### src/rtl/rob_completion_arbiter_if.sv
// ---------------------------------------------------------------------------
// rob_completion_arbiter_if
//
// Purpose: bundles the per-unit completion inputs and the single registered
// completion record going to the reorder buffer.
//
// Parameters:
//   NUM_PORTS  number of execute units sharing the completion port (2..8)
//   IDXW       ROB index width
//
// Signals:
//   in_valid[NUM_PORTS]          unit i offers a completion record
//   in_ready[NUM_PORTS]          unit i's FIFO has room
//   in_rob_idx[NUM_PORTS*IDXW]   unit i's ROB index at [i*IDXW +: IDXW]
//   in_br_mispred/in_exception/in_ex_val[NUM_PORTS]  unit i's flags
//   ex_valid                     one-cycle pulse per completed record
//   rob_entry_idx/br_mispred/exception/ex_val        completed record
//   grant_port                   source unit of the current record
//
// Handshake: a unit transfers a record on a rising clock edge where both
// in_valid[i] and in_ready[i] are high. While in_valid[i] is high and
// in_ready[i] is low the unit must keep the record and its flags stable.
// The ROB side has no ready: every ex_valid pulse is consumed.
//
// Modports: master = execute units / bench, slave = the arbiter.
// ---------------------------------------------------------------------------
interface rob_completion_arbiter_if #(
    parameter int NUM_PORTS = 4,
    parameter int IDXW      = 6
);
    localparam int PW = $clog2(NUM_PORTS);

    logic [NUM_PORTS-1:0]      in_valid;
    logic [NUM_PORTS-1:0]      in_ready;
    logic [NUM_PORTS*IDXW-1:0] in_rob_idx;
    logic [NUM_PORTS-1:0]      in_br_mispred;
    logic [NUM_PORTS-1:0]      in_exception;
    logic [NUM_PORTS-1:0]      in_ex_val;

    logic                      ex_valid;
    logic [IDXW-1:0]           rob_entry_idx;
    logic                      br_mispred;
    logic                      exception;
    logic                      ex_val;
    logic [PW-1:0]             grant_port;

    modport master (
        output in_valid, in_rob_idx, in_br_mispred, in_exception, in_ex_val,
        input  in_ready,
        input  ex_valid, rob_entry_idx, br_mispred, exception, ex_val, grant_port
    );

    modport slave (
        input  in_valid, in_rob_idx, in_br_mispred, in_exception, in_ex_val,
        output in_ready,
        output ex_valid, rob_entry_idx, br_mispred, exception, ex_val, grant_port
    );
endinterface

### src/rtl/rob_completion_arbiter.sv
// ---------------------------------------------------------------------------
// rob_completion_arbiter
//
// Purpose: shares the single execute->ROB completion port among NUM_PORTS
// execute units. Every unit owns a private 2-entry FIFO of completion
// records; a round-robin arbiter picks one non-empty FIFO head per cycle and
// loads it into the registered completion record. The ROB always accepts.
// A ROB flush empties all FIFOs and suppresses the grant of that cycle.
//
// Parameters:
//   NUM_PORTS    execute units sharing the port (2..8)
//   ROB_ENTRIES  ROB depth, power of two (matches the core's ROB depth)
//
// Ports:
//   clk        core clock
//   rst        synchronous active-high reset
//   flush      ROB pipeline flush
//   cpl        rob_completion_arbiter_if.slave (unit inputs + ROB record)
//   rr_ptr_o   debug view of the round-robin pointer
//
// Optional feature (macro CPL_ARB_FLUSH_PRIO_EN):
//   When defined, FIFO heads carrying br_mispred or exception form a
//   priority class. If that class is non-empty the round-robin search runs
//   over it only, otherwise over all heads. The pointer advances the same
//   way in both cases (winner + 1). When undefined the flags play no part
//   in arbitration.
// ---------------------------------------------------------------------------
module rob_completion_arbiter #(
    parameter int NUM_PORTS   = 4,
    parameter int ROB_ENTRIES = 64
) (
    input  logic                          clk,
    input  logic                          rst,
    input  logic                          flush,
    rob_completion_arbiter_if.slave       cpl,
    output logic [$clog2(NUM_PORTS)-1:0]  rr_ptr_o
);

    localparam int IDXW = $clog2(ROB_ENTRIES);
    localparam int PW   = $clog2(NUM_PORTS);
    // Record layout: {rob_idx, br_mispred, exception, ex_val}
    localparam int RW   = IDXW + 3;

    localparam int BIT_BR  = 2;
    localparam int BIT_EXC = 1;
    localparam int BIT_EXV = 0;

    localparam logic [PW-1:0] LAST_PORT = PW'(NUM_PORTS - 1);

    // -----------------------------------------------------------------------
    // Per-unit FIFO storage. slot0 is always the head; slot1 is the second
    // entry. A pop shifts slot1 into slot0, so the head never needs a
    // read pointer.
    // -----------------------------------------------------------------------
    logic [RW-1:0]        slot0_q [NUM_PORTS];
    logic [RW-1:0]        slot1_q [NUM_PORTS];
    logic [1:0]           cnt_q   [NUM_PORTS];
    logic [1:0]           cnt_d   [NUM_PORTS];

    logic [RW-1:0]        in_rec  [NUM_PORTS];
    logic [NUM_PORTS-1:0] in_ready;
    logic [NUM_PORTS-1:0] push;
    logic [NUM_PORTS-1:0] pop;

    // Arbitration
    logic [NUM_PORTS-1:0] cand;
    logic [NUM_PORTS-1:0] arb_mask;
    logic                 grant_vld;
    logic [PW-1:0]        winner;
    logic [RW-1:0]        win_rec;
    logic [PW-1:0]        rr_ptr_q;
    logic [PW-1:0]        rr_ptr_d;

    // Registered completion record
    logic                 ex_valid_q;
    logic [IDXW-1:0]      rob_idx_q;
    logic                 br_q;
    logic                 exc_q;
    logic                 exv_q;
    logic [PW-1:0]        grant_q;

    // -----------------------------------------------------------------------
    // Input side: pack records, ready from occupancy, enqueue qualification.
    // A flush drops same-cycle enqueues even though in_ready is high; the
    // flushed unit's record belongs to a squashed instruction anyway.
    // -----------------------------------------------------------------------
    always_comb begin
        for (int i = 0; i < NUM_PORTS; i++) begin
            in_rec[i]   = {cpl.in_rob_idx[i*IDXW +: IDXW],
                           cpl.in_br_mispred[i],
                           cpl.in_exception[i],
                           cpl.in_ex_val[i]};
            in_ready[i] = (cnt_q[i] != 2'd2);
            push[i]     = cpl.in_valid[i] & in_ready[i] & ~flush;
        end
    end

    assign cpl.in_ready = in_ready;

    // -----------------------------------------------------------------------
    // Candidate selection. The priority class only exists when the optional
    // feature is compiled in.
    // -----------------------------------------------------------------------
`ifdef CPL_ARB_FLUSH_PRIO_EN
    logic [NUM_PORTS-1:0] hp;

    always_comb begin
        for (int i = 0; i < NUM_PORTS; i++) begin
            cand[i] = (cnt_q[i] != 2'd0);
            hp[i]   = cand[i] & (slot0_q[i][BIT_BR] | slot0_q[i][BIT_EXC]);
        end
        arb_mask = (|hp) ? hp : cand;
    end
`else
    always_comb begin
        for (int i = 0; i < NUM_PORTS; i++) begin
            cand[i] = (cnt_q[i] != 2'd0);
        end
        arb_mask = cand;
    end
`endif

    // -----------------------------------------------------------------------
    // Round-robin search: first masked head at or after rr_ptr, wrapping
    // from NUM_PORTS-1 to 0. The wrap is done on an int so that non-power-
    // of-two port counts wrap at NUM_PORTS rather than at 2**PW.
    // -----------------------------------------------------------------------
    always_comb begin
        int            j;
        logic [PW-1:0] pos;
        logic          found;

        j      = 0;
        pos    = '0;
        found  = 1'b0;
        winner = '0;
        for (int k = 0; k < NUM_PORTS; k++) begin
            j = int'(rr_ptr_q) + k;
            if (j >= NUM_PORTS) begin
                j = j - NUM_PORTS;
            end
            pos = PW'(j);
            if (!found && arb_mask[pos]) begin
                found  = 1'b1;
                winner = pos;
            end
        end
        // Nothing is granted on a flush edge.
        grant_vld = found & ~flush;
    end

    assign win_rec = slot0_q[winner];

    always_comb begin
        if (grant_vld) begin
            rr_ptr_d = (winner == LAST_PORT) ? '0 : winner + PW'(1);
        end else begin
            rr_ptr_d = rr_ptr_q;
        end
    end

    // -----------------------------------------------------------------------
    // FIFO occupancy next state
    // -----------------------------------------------------------------------
    always_comb begin
        for (int i = 0; i < NUM_PORTS; i++) begin
            pop[i] = grant_vld & (winner == PW'(i));
            if (flush) begin
                cnt_d[i] = 2'd0;
            end else begin
                cnt_d[i] = cnt_q[i] + {1'b0, push[i]} - {1'b0, pop[i]};
            end
        end
    end

    // -----------------------------------------------------------------------
    // FIFO storage and pointer
    // -----------------------------------------------------------------------
    always_ff @(posedge clk) begin
        if (rst) begin
            rr_ptr_q <= '0;
            for (int i = 0; i < NUM_PORTS; i++) begin
                cnt_q[i]   <= 2'd0;
                slot0_q[i] <= '0;
                slot1_q[i] <= '0;
            end
        end else begin
            rr_ptr_q <= rr_ptr_d;
            for (int i = 0; i < NUM_PORTS; i++) begin
                cnt_q[i] <= cnt_d[i];
                if (pop[i]) begin
                    slot0_q[i] <= slot1_q[i];
                end
                // The write slot is the occupancy left after this edge's pop.
                // The head write comes after the shift so it takes effect
                // when the FIFO drains to one entry on the same edge.
                if (push[i]) begin
                    if ((cnt_q[i] == 2'd0) || ((cnt_q[i] == 2'd1) && pop[i])) begin
                        slot0_q[i] <= in_rec[i];
                    end else begin
                        slot1_q[i] <= in_rec[i];
                    end
                end
            end
        end
    end

    // -----------------------------------------------------------------------
    // Registered completion record. Payload registers hold their last value
    // when nothing is granted; only ex_valid drops.
    // -----------------------------------------------------------------------
    always_ff @(posedge clk) begin
        if (rst) begin
            ex_valid_q <= 1'b0;
            rob_idx_q  <= '0;
            br_q       <= 1'b0;
            exc_q      <= 1'b0;
            exv_q      <= 1'b0;
            grant_q    <= '0;
        end else if (grant_vld) begin
            ex_valid_q <= 1'b1;
            rob_idx_q  <= win_rec[RW-1:3];
            br_q       <= win_rec[BIT_BR];
            exc_q      <= win_rec[BIT_EXC];
            exv_q      <= win_rec[BIT_EXV];
            grant_q    <= winner;
        end else begin
            ex_valid_q <= 1'b0;
        end
    end

    assign cpl.ex_valid      = ex_valid_q;
    assign cpl.rob_entry_idx = rob_idx_q;
    assign cpl.br_mispred    = br_q;
    assign cpl.exception     = exc_q;
    assign cpl.ex_val        = exv_q;
    assign cpl.grant_port    = grant_q;
    assign rr_ptr_o          = rr_ptr_q;

endmodule

### src/flat_wrapper.sv
// flat-port wrapper written by rule: the top's interface ports become plain ports
module rob_completion_arbiter_flat 
#(
    parameter int NUM_PORTS   = 4,
    parameter int ROB_ENTRIES = 64
)
  (clk, rst, flush, rr_ptr_o, cpl_in_valid, cpl_in_rob_idx, cpl_in_br_mispred, cpl_in_exception, cpl_in_ex_val, cpl_in_ready, cpl_ex_valid, cpl_rob_entry_idx, cpl_br_mispred, cpl_exception, cpl_ex_val, cpl_grant_port);
  rob_completion_arbiter_if #(.NUM_PORTS(NUM_PORTS), .IDXW((6))) cpl_i ();
  input  logic clk;
  input  logic rst;
  input  logic flush;
  output logic [$clog2(NUM_PORTS)-1:0] rr_ptr_o;
  input wire logic [$bits(cpl_i.in_valid)-1:0] cpl_in_valid;
  input wire logic [$bits(cpl_i.in_rob_idx)-1:0] cpl_in_rob_idx;
  input wire logic [$bits(cpl_i.in_br_mispred)-1:0] cpl_in_br_mispred;
  input wire logic [$bits(cpl_i.in_exception)-1:0] cpl_in_exception;
  input wire logic [$bits(cpl_i.in_ex_val)-1:0] cpl_in_ex_val;
  output wire logic [$bits(cpl_i.in_ready)-1:0] cpl_in_ready;
  output wire logic [$bits(cpl_i.ex_valid)-1:0] cpl_ex_valid;
  output wire logic [$bits(cpl_i.rob_entry_idx)-1:0] cpl_rob_entry_idx;
  output wire logic [$bits(cpl_i.br_mispred)-1:0] cpl_br_mispred;
  output wire logic [$bits(cpl_i.exception)-1:0] cpl_exception;
  output wire logic [$bits(cpl_i.ex_val)-1:0] cpl_ex_val;
  output wire logic [$bits(cpl_i.grant_port)-1:0] cpl_grant_port;
  assign cpl_i.in_valid = cpl_in_valid;
  assign cpl_i.in_rob_idx = cpl_in_rob_idx;
  assign cpl_i.in_br_mispred = cpl_in_br_mispred;
  assign cpl_i.in_exception = cpl_in_exception;
  assign cpl_i.in_ex_val = cpl_in_ex_val;
  assign cpl_in_ready = cpl_i.in_ready;
  assign cpl_ex_valid = cpl_i.ex_valid;
  assign cpl_rob_entry_idx = cpl_i.rob_entry_idx;
  assign cpl_br_mispred = cpl_i.br_mispred;
  assign cpl_exception = cpl_i.exception;
  assign cpl_ex_val = cpl_i.ex_val;
  assign cpl_grant_port = cpl_i.grant_port;
  rob_completion_arbiter #(.NUM_PORTS(NUM_PORTS), .ROB_ENTRIES(ROB_ENTRIES)) u_core (.clk(clk), .rst(rst), .flush(flush), .cpl(cpl_i), .rr_ptr_o(rr_ptr_o));
endmodule
### config.mk
export PLATFORM = sky130hd
export DESIGN_NAME = rob_completion_arbiter_flat
export DESIGN_NICKNAME = d
export VERILOG_FILES = /design/src/rtl/rob_completion_arbiter_if.sv /design/src/rtl/rob_completion_arbiter.sv /design/src/flat_wrapper.sv
export SDC_FILE = /design/constraint.sdc
export NUM_CORES = 1
export LEC_CHECK = 0
export BUFFER_PORTS_ARGS = -buffer_cell sky130_fd_sc_hd__buf_2
export CORE_AREA = 2 2 99 101
export CTS_CLUSTER_DIAMETER = 200
export CTS_CLUSTER_SIZE = 28
export DETAILED_ROUTE_END_ITERATION = 8
export DIE_AREA = 0 0 101 103
export PLACE_DENSITY = 0.69
export SYNTH_ARGS = -nofsm -noshare
export SYNTH_HDL_FRONTEND = slang
export SYNTH_SLANG_ARGS = --single-unit
### constraint.sdc
create_clock -name clk -period 2.8 [get_ports clk]
set_input_delay 0.14 -clock clk [delete_from_list [all_inputs] [get_ports clk]]
set_output_delay 0.14 -clock clk [all_outputs]
set_load 0.01 [all_outputs]
==> run summary, run 1 <==
* edfxtp_1 47%, dfxtp_1 9.6%, a22o_1 7.1%, and2_1 5.7%, ha_1 2.2% — largest cells by area after synthesis
* 497 — fin nets
* 214.6 ps — Setup WS pre-CTS
* flip-flop — sort of element at the start of the critical path
* 9459 um^2 — Placeable Area
* u_core.slot0_q[3][0] — capturing instance or port of the critical path
* 10 — maximum fanout encountered on the critical timing path
* 0.4839 — Starting Density
* 5 — instance count on the critical path
* 0.2082 — global router's overall resource usage
* 3270 — via count
* 7.244 ps — clk_skew
* complete, no violations — outcome
* 10.51 mm — wire length after detailed routing
* 90 ps — clock transition at the register clock pins on the worst setup and hold paths after CTS
* edfxtp_1 — most used flip-flop cell after synthesis
* 2603 um^2 — FF/Latch Area
* 565 — Final Non-Filler Cells
* 3040 ps — data required time at the worst endpoint
* 0 — hold buffers post-CTS
* 0 — Final setup violation count
* 0.01531 — synthesized-area fraction occupied by xor and xnor cells
* 0 — Resize count post-CTS
* 837 — Layout fillers
* 4577 um^2 — Synth Cell Area
* input port to flip-flop — class of the tightest hold or removal check
* 3234 — number of global-route vias before repair
* 2646 ps — fin crit period
* 7.754 mm — HPWL after detailed placement
* 0.5544 — final core area utilization
* 94 — register bit total from synthesis
* 0 — number of inserted diodes
* 0.9452 — final worst-path cycle share
* edfxtp_1 — most area-hungry cell type in the Yosys netlist
* 0 — number of routed nets with antenna violations
* 94 — sink count of the clock tree
* 10400 um^2 — DIE AREA
* 2890 ps — data arrival time of the critical path
* 0.1353 — post-synthesis simple-gate area fraction
* 221 — DRT iter0 DRCs
* 422 — Mapped Nets
* 0.5686 — register area share after synthesis
* 3 — H-tree lvl count
* 18.60 um — final routed wire length divided by cell count
* 9 — Num CTS Buffers
* 5.788 — ratio of routed vias to standard cells
* 0 — ys async rst share
* u_core.slot0_q[3][0] — capture instance of the worst register-to-register path
* 840 ps — delay of the slowest critical-path stage
* 2 — clock tree buffer depth
* o21ai_0 > a21oi_1 > nor3b_2 > o2111a_1 > a22o_1 — CP cell instances
* 1155 ps — transition time at the pin with the least slew margin
* u_core.cnt_q[2][1] — launching instance or port of the critical path
* 0 — number of maximum-capacitance violations
* 56 — Netlist cell types
* compound AO/OA/AOI/OAI gates — main combinational cell family by area after synthesis
* 2.091 nW — P_leak
* compound AO/OA/AOI/OAI gates — kind of cell with the highest combined delay on the critical path
* 153.5 ps — min setup slack post-route
* flip-flop — Setup crit end kind
* 0.4724 — top-area cell type share of the netlist area
* clkbuf_8 — buffer type at the clock tree root
* 549 — total instance count after detailed placement
* 0 — Hold Vio Cnt, Final
* 377.9 MHz — Peak Freq
* 36 — site row count
* 0.02187 — adder-cell share of the synthesized area
* 0 — Ys Warns
* 1803 um^2 — area used by multi-input combinational logic
* 72 x edfxtp_1, 60 x buf_2, 42 x and2_1 — top library cells by usage in the layout, fill and taps aside
* 613.4 nW/um^2 — power per cell area
* 0 — total congestion overflow after global routing
* 0.2266 — worst max-slew margin expressed relative to the limit
* 103 um — height of the die
* 0.2439 — fraction of final layout cells sized beyond drive strength 1
* 72 — Post-synth EDFFs
* 150 ps — register-to-register setup slack
* 0.8944 — GPL Wtd Cong
* 16 — largest net degree at the start of global routing
* 61 — number of primary I/O pins
* flip-flop to flip-flop — classification of the worst setup path
* 370 ps — latest clock arrival within the worst-skew pair
* 60 — number of I/O port buffers
* 0 — fin. max-slew vios
* 101 um — die extent in x
* 0 — CP Buf/Inv Count
* u_core.cnt_q[2][1] — Worst R2R Start
* 12.34 um^2 — average instance area after synthesis
* 4 — DR pass1 iterations
* 371 — count of mapped cells out of synthesis
* 16.39 mm — first-pass GRT wire length
* nor3b_2 — worst-path cell with the longest stage delay
* 0 — final routed DRC violation total
* 276.4 uV — maximum vdd ir drop
* 5 — Worst Reg2Reg Path Length in Cells
* false — RSZ-0062 raised after global routing
* 0 — antenna violations before repair
* 0.01968 — share of cell area taken by muxes after synthesis
* 0 ps — Setup TNS
* 0.2007 — fraction of the mapped netlist area in compound gates
* 0 — Post-CTS Repair Setup Buffers
* built — TritonCTS clock tree
* 14.57% — area added between synthesis and finish
* edfxtp_1 — leading cell type in the layout, fill and taps excluded
-- worst reg2reg max path: stages (launching register included) --
cell and delay, ps:
dfxtp_1 420, o21ai_0 300, a21oi_1 210, nor3b_2 840, o2111a_1 530, a22o_1 210
-- layout make-up --
type,instances,share of cell area
flip-flops and latches,94,0.4963
multi-input cells,246,0.3438
repair buffers,80,0.08590
well taps,114,0.02720
clock buffers,10,0.02434
clock inverters,6,0.01169
inverters,15,0.01074
-- metrics by stage --
stage	hold WS [ps]	area, um^2	total power [mW]
final	61.70	5244	3.217
after global routing	66.23	5244	3.344
after CTS	54.48	5244	3.229
after detailed placement	437.4	5055	2.344
after global placement	432.7	5055	2.329
after floorplan	338.2	4577	2.101
-- registers in the layout, summed over array words and instances (netlist names) --
name	cells
u_core.slot0_q	36
u_core.cpl.exception	1
u_core.cpl.ex_valid	1
u_core.cpl.grant_port	2
u_core.rr_ptr_o	2
u_core.slot1_q	36
u_core.cnt_q	8
u_core.cpl.rob_entry_idx	6
u_core.cpl.ex_val	1
u_core.cpl.br_mispred	1
-- cell usage after synthesis, types with 5 or more instances --
master / instances
a21oi_1: 12
a221oi_1: 9
a22o_1: 37
and2_1: 42
clkbuf_1: 5
dfxtp_1: 22
edfxtp_1: 72
ha_1: 8
inv_1: 15
mux2i_1: 9
nand2_1: 17
nand3_1: 5
nor2_1: 12
o21ai_0: 16
o22ai_1: 9
or2_1: 11
xnor2_1: 6
-- report_power, final --
| part | switching (mW) | total [mW] | internal [mW] |
|---|---|---|---|
| clock network | 0.489 | 0.901 | 0.412 |
| logic | 0.365 | 0.620 | 0.255 |
| registers | 0.0726 | 1.70 | 1.62 |
| total | 0.926 | 3.22 | 2.29 |
-- cells by family (layout without fill, tap and decap cells) --
kind of cell	count (synthesis)	after routing
DFF	94	94
AOI/OAI and AO/OA	115	115
and+or+nand+nor	106	106
adders and majority gates	8	8
buffers and inverters	31	111
muxes	9	9
xor gates and xnor gates	8	8
-- worst min path at each step --
stage | from | end | slack (ps) | depth (start not counted)
finish | cpl_in_br_mispred[2] | u_core.slot1_q[2][2] | 60 | 2
global route | cpl_in_ex_val[0] | u_core.slot1_q[0][0] | 70 | 2
CTS | cpl_in_br_mispred[2] | u_core.slot1_q[2][2] | 50 | 2
detailed placement | cpl_in_rob_idx[15] | u_core.slot1_q[2][6] | 440 | 2
global placement | cpl_in_br_mispred[0] | u_core.slot1_q[0][2] | 430 | 2
floorplan | cpl_in_ex_val[0] | u_core.slot1_q[0][0] | 340 | 1
-- per-layer routing --
layer,track usage,share of wire,up-vias
li1,-,-,1571
met5,0,0,-
met2,0.3395,0.48,103
met3,0.02847,0.044,23
met1,0.2795,0.45,1573
met4,0.09356,0.026,0
No activity file was read; power rests on OpenSTA's default activity.
==> inputs of run 2 (changes only) <==
CORE_AREA = 2 2 118 120   (was 2 2 99 101)
DIE_AREA = 0 0 120 122   (was 0 0 101 103)
PLACE_DENSITY = 0.51   (was 0.69)
==> run 2 against run 1 <==
Compared with the run above: non-clock buffer count up 1; power up 12%; flip-flop and latch count unchanged; count of clock-buffer cells in the layout up 4; clock skew up 2.3 ps; worst setup slack better by 31 ps; clock power up 41%; utilization down 15 points; wire length up 5.3%; sequential power about the same.
==> run summary, run 2 (synthesis gave the netlist of run 1 again) <==
* 43 — site row count, +19%
* u_core.cnt_q[3][1] — capturing instance or port of the critical path
* 0 — fin. max-slew vios, unchanged
* 3101 — number of global-route vias before repair, -4.1%
* 2 — clock tree buffer depth, unchanged
* 0 — number of maximum-capacitance violations, unchanged
* 3181 — via count, -2.7%
* 3 — H-tree lvl count, unchanged
* 9 — Num CTS Buffers, unchanged
* false — RSZ-0062 raised after global routing
* 239 — DRT iter0 DRCs, +8.1%
* 61 — number of primary I/O pins, unchanged
* 0 — number of routed nets with antenna violations, unchanged
* 7 — maximum fanout encountered on the critical timing path, -3
* 0 — number of inserted diodes, unchanged
* u_core.cnt_q[3][1] — capture instance of the worst register-to-register path
* 656.9 nW/um^2 — power per cell area, +7.1%
* input port to flip-flop — class of the tightest hold or removal check
* 0.9340 — final worst-path cycle share, -0.01121
* 2604 um^2 — FF/Latch Area, about the same
* 11.07 mm — wire length after detailed routing, +5.3%
* cpl_in_rob_idx[7] — Hold Crit Start
* 0 ps — Setup TNS, unchanged
* flip-flop to flip-flop — classification of the worst setup path
* complete, no violations — outcome
* 0.5234 — worst max-slew margin expressed relative to the limit, +0.2968
* 0.1590 — global router's overall resource usage, -0.04919
* 0 — Resize count post-CTS, unchanged
* 711.5 ps — transition time at the pin with the least slew margin, -443.2 ps
* 0.9361 mW — Switch Pwr, +1.0%
* 9.519 ps — clk_skew, +2.275 ps
* 8.129 mm — HPWL after detailed placement, +4.8%
* 3040 ps — data required time at the worst endpoint, about the same
* 0 — Final setup violation count, unchanged
* 10 — Worst Reg2Reg Path Length in Cells, +5
* 0.173 — combinational cell fraction of total power, -0.020
* 632 — Final Non-Filler Cells, +12%
* u_core.cnt_q[1][1] — launching instance or port of the critical path
* 2.150 nW — P_leak, +2.8%
* 17.51 um — final routed wire length divided by cell count, -5.9%
* 0 — total congestion overflow after global routing, unchanged
* 0 — Hold Vio Cnt, Final, unchanged
* 180 ps — register-to-register setup slack, +30 ps
* 5.033 — ratio of routed vias to standard cells, -13%
* 122 um — height of the die, +18%
* edfxtp_1 — leading cell type in the layout, fill and taps excluded
* 0 — antenna violations before repair, unchanged
* 120 um — die extent in x, +19%
* u_core.slot0_q (36), u_core.slot1_q (36), u_core.cnt_q (8) — largest registers
* 0 — hold buffers post-CTS, unchanged
* 72 x edfxtp_1, 60 x buf_2, 42 x and2_1 — top library cells by usage in the layout, fill and taps aside
* 4 — DR pass1 iterations, unchanged
* 0 — final routed DRC violation total, unchanged
* flip-flop — Setup crit end kind
* 616 — total instance count after detailed placement, +12%
* 470.7 uV — maximum vdd ir drop, +70%
* 15 — largest net degree at the start of global routing, -1
* 2615 ps — fin crit period, -31.38 ps
* 0.2610 — Switching Share, -0.02706
* 498 — fin nets, +0.20%
* 3.587 mW — post-layout power, +12%
* 2860 ps — data arrival time of the critical path, -30 ps
* 0.3389 — Starting Density, -0.1449
* 60 — number of I/O port buffers, unchanged
* 0 — Post-CTS Repair Setup Buffers, unchanged
* 0.474 — sequential group share of total power, -0.053
* flip-flop — sort of element at the start of the critical path
* 19.30% — area added between synthesis and finish
* 13500 um^2 — Placeable Area, +43%
* 1804 um^2 — area used by multi-input combinational logic, about the same
* 17.27 mm — first-pass GRT wire length, +5.4%
* 70 ps — clock transition at the register clock pins on the worst setup and hold paths after CTS, -20 ps
* built — TritonCTS clock tree
* clkbuf_16 — buffer type at the clock tree root
* u_core.cnt_q[1][1] — Worst R2R Start
* 1308 — Layout fillers, +56%
* 0.353 — power share of the clock group, +0.073
* 0.8500 — GPL Wtd Cong, -5.0%
* 382.4 MHz — Peak Freq, +1.2%
* 0.4043 — final core area utilization, -0.1500
* 2.651 mW — Cell Int Power, +16%
* 14640 um^2 — DIE AREA, +41%
* 350 ps — latest clock arrival within the worst-skew pair, -20 ps
* 0.2478 — fraction of final layout cells sized beyond drive strength 1, +0.003885
* 94 — sink count of the clock tree, unchanged
-- run 2: worst max-delay path, cell delays in order, from the launching register on --
cell and delay [ps]:
dfxtp_1 510, nor2_2 140, a221o_1 410, a211o_4 400, nor2_1 230, ha_1 280
inv_1 60, ha_1 160, xnor2_1 140, xnor2_1 140, nor2_1 50
-- run 2: through the flow --
step | cell area (um^2) | hold slack, ps | setup WS (ps)
6_report | 5460 | 86.83 | 184.9
5_1_grt | 5460 | 85.80 | 6.859
4_1_cts | 5453 | 71.08 | 167.5
3_5_place_dp | 5140 | 438.1 | 186.0
3_3_place_gp | 5140 | 434.6 | 236.1
2_1_floorplan | 4577 | 338.2 | 276.6
-- run 2: power by group through the flow --
| stage | Sequential [mW] | Combinational, mW | Clock [mW] |
|---|---|---|---|
| final | 1.70 | 0.621 | 1.27 |
| after floorplan | 1.71 | 0.394 | 0 |
| after CTS | 1.70 | 0.625 | 1.31 |
| after global placement | 1.73 | 0.619 | 0 |
| after detailed placement | 1.73 | 0.621 | 0 |
| after global routing | 1.71 | 0.682 | 1.36 |
-- run 2: layer usage --
layer  wire (um)  track usage  vias to the layer above
li1            -            -                     1563
met1        5270       0.2152                     1540
met2        5211       0.2496                       71
met3         455      0.03979                        7
met4         128      0.05294                        0
met5           0            0                        -
-- run 2: final cells by class --
| cell class | count | share of cell area |
|---|---|---|
| timing repair buffer | 81 | 0.08387 |
| clock inverter | 2 | 0.007104 |
| sequential | 94 | 0.4769 |
| multi-input combinational | 246 | 0.3304 |
| clock buffer | 14 | 0.05018 |
| tap | 180 | 0.04125 |
| inverter | 15 | 0.01031 |
-- run 2: how the worst min path moves through the flow --
stage	end	slack [ps]	depth (start not counted)
6_report	u_core.slot1_q[1][4]	90	2
5_1_grt	u_core.slot1_q[2][4]	90	2
4_1_cts	u_core.slot1_q[0][2]	70	2
3_5_place_dp	u_core.slot1_q[0][2]	440	2
3_3_place_gp	u_core.slot1_q[0][5]	430	2
2_1_floorplan	u_core.slot1_q[0][0]	340	1
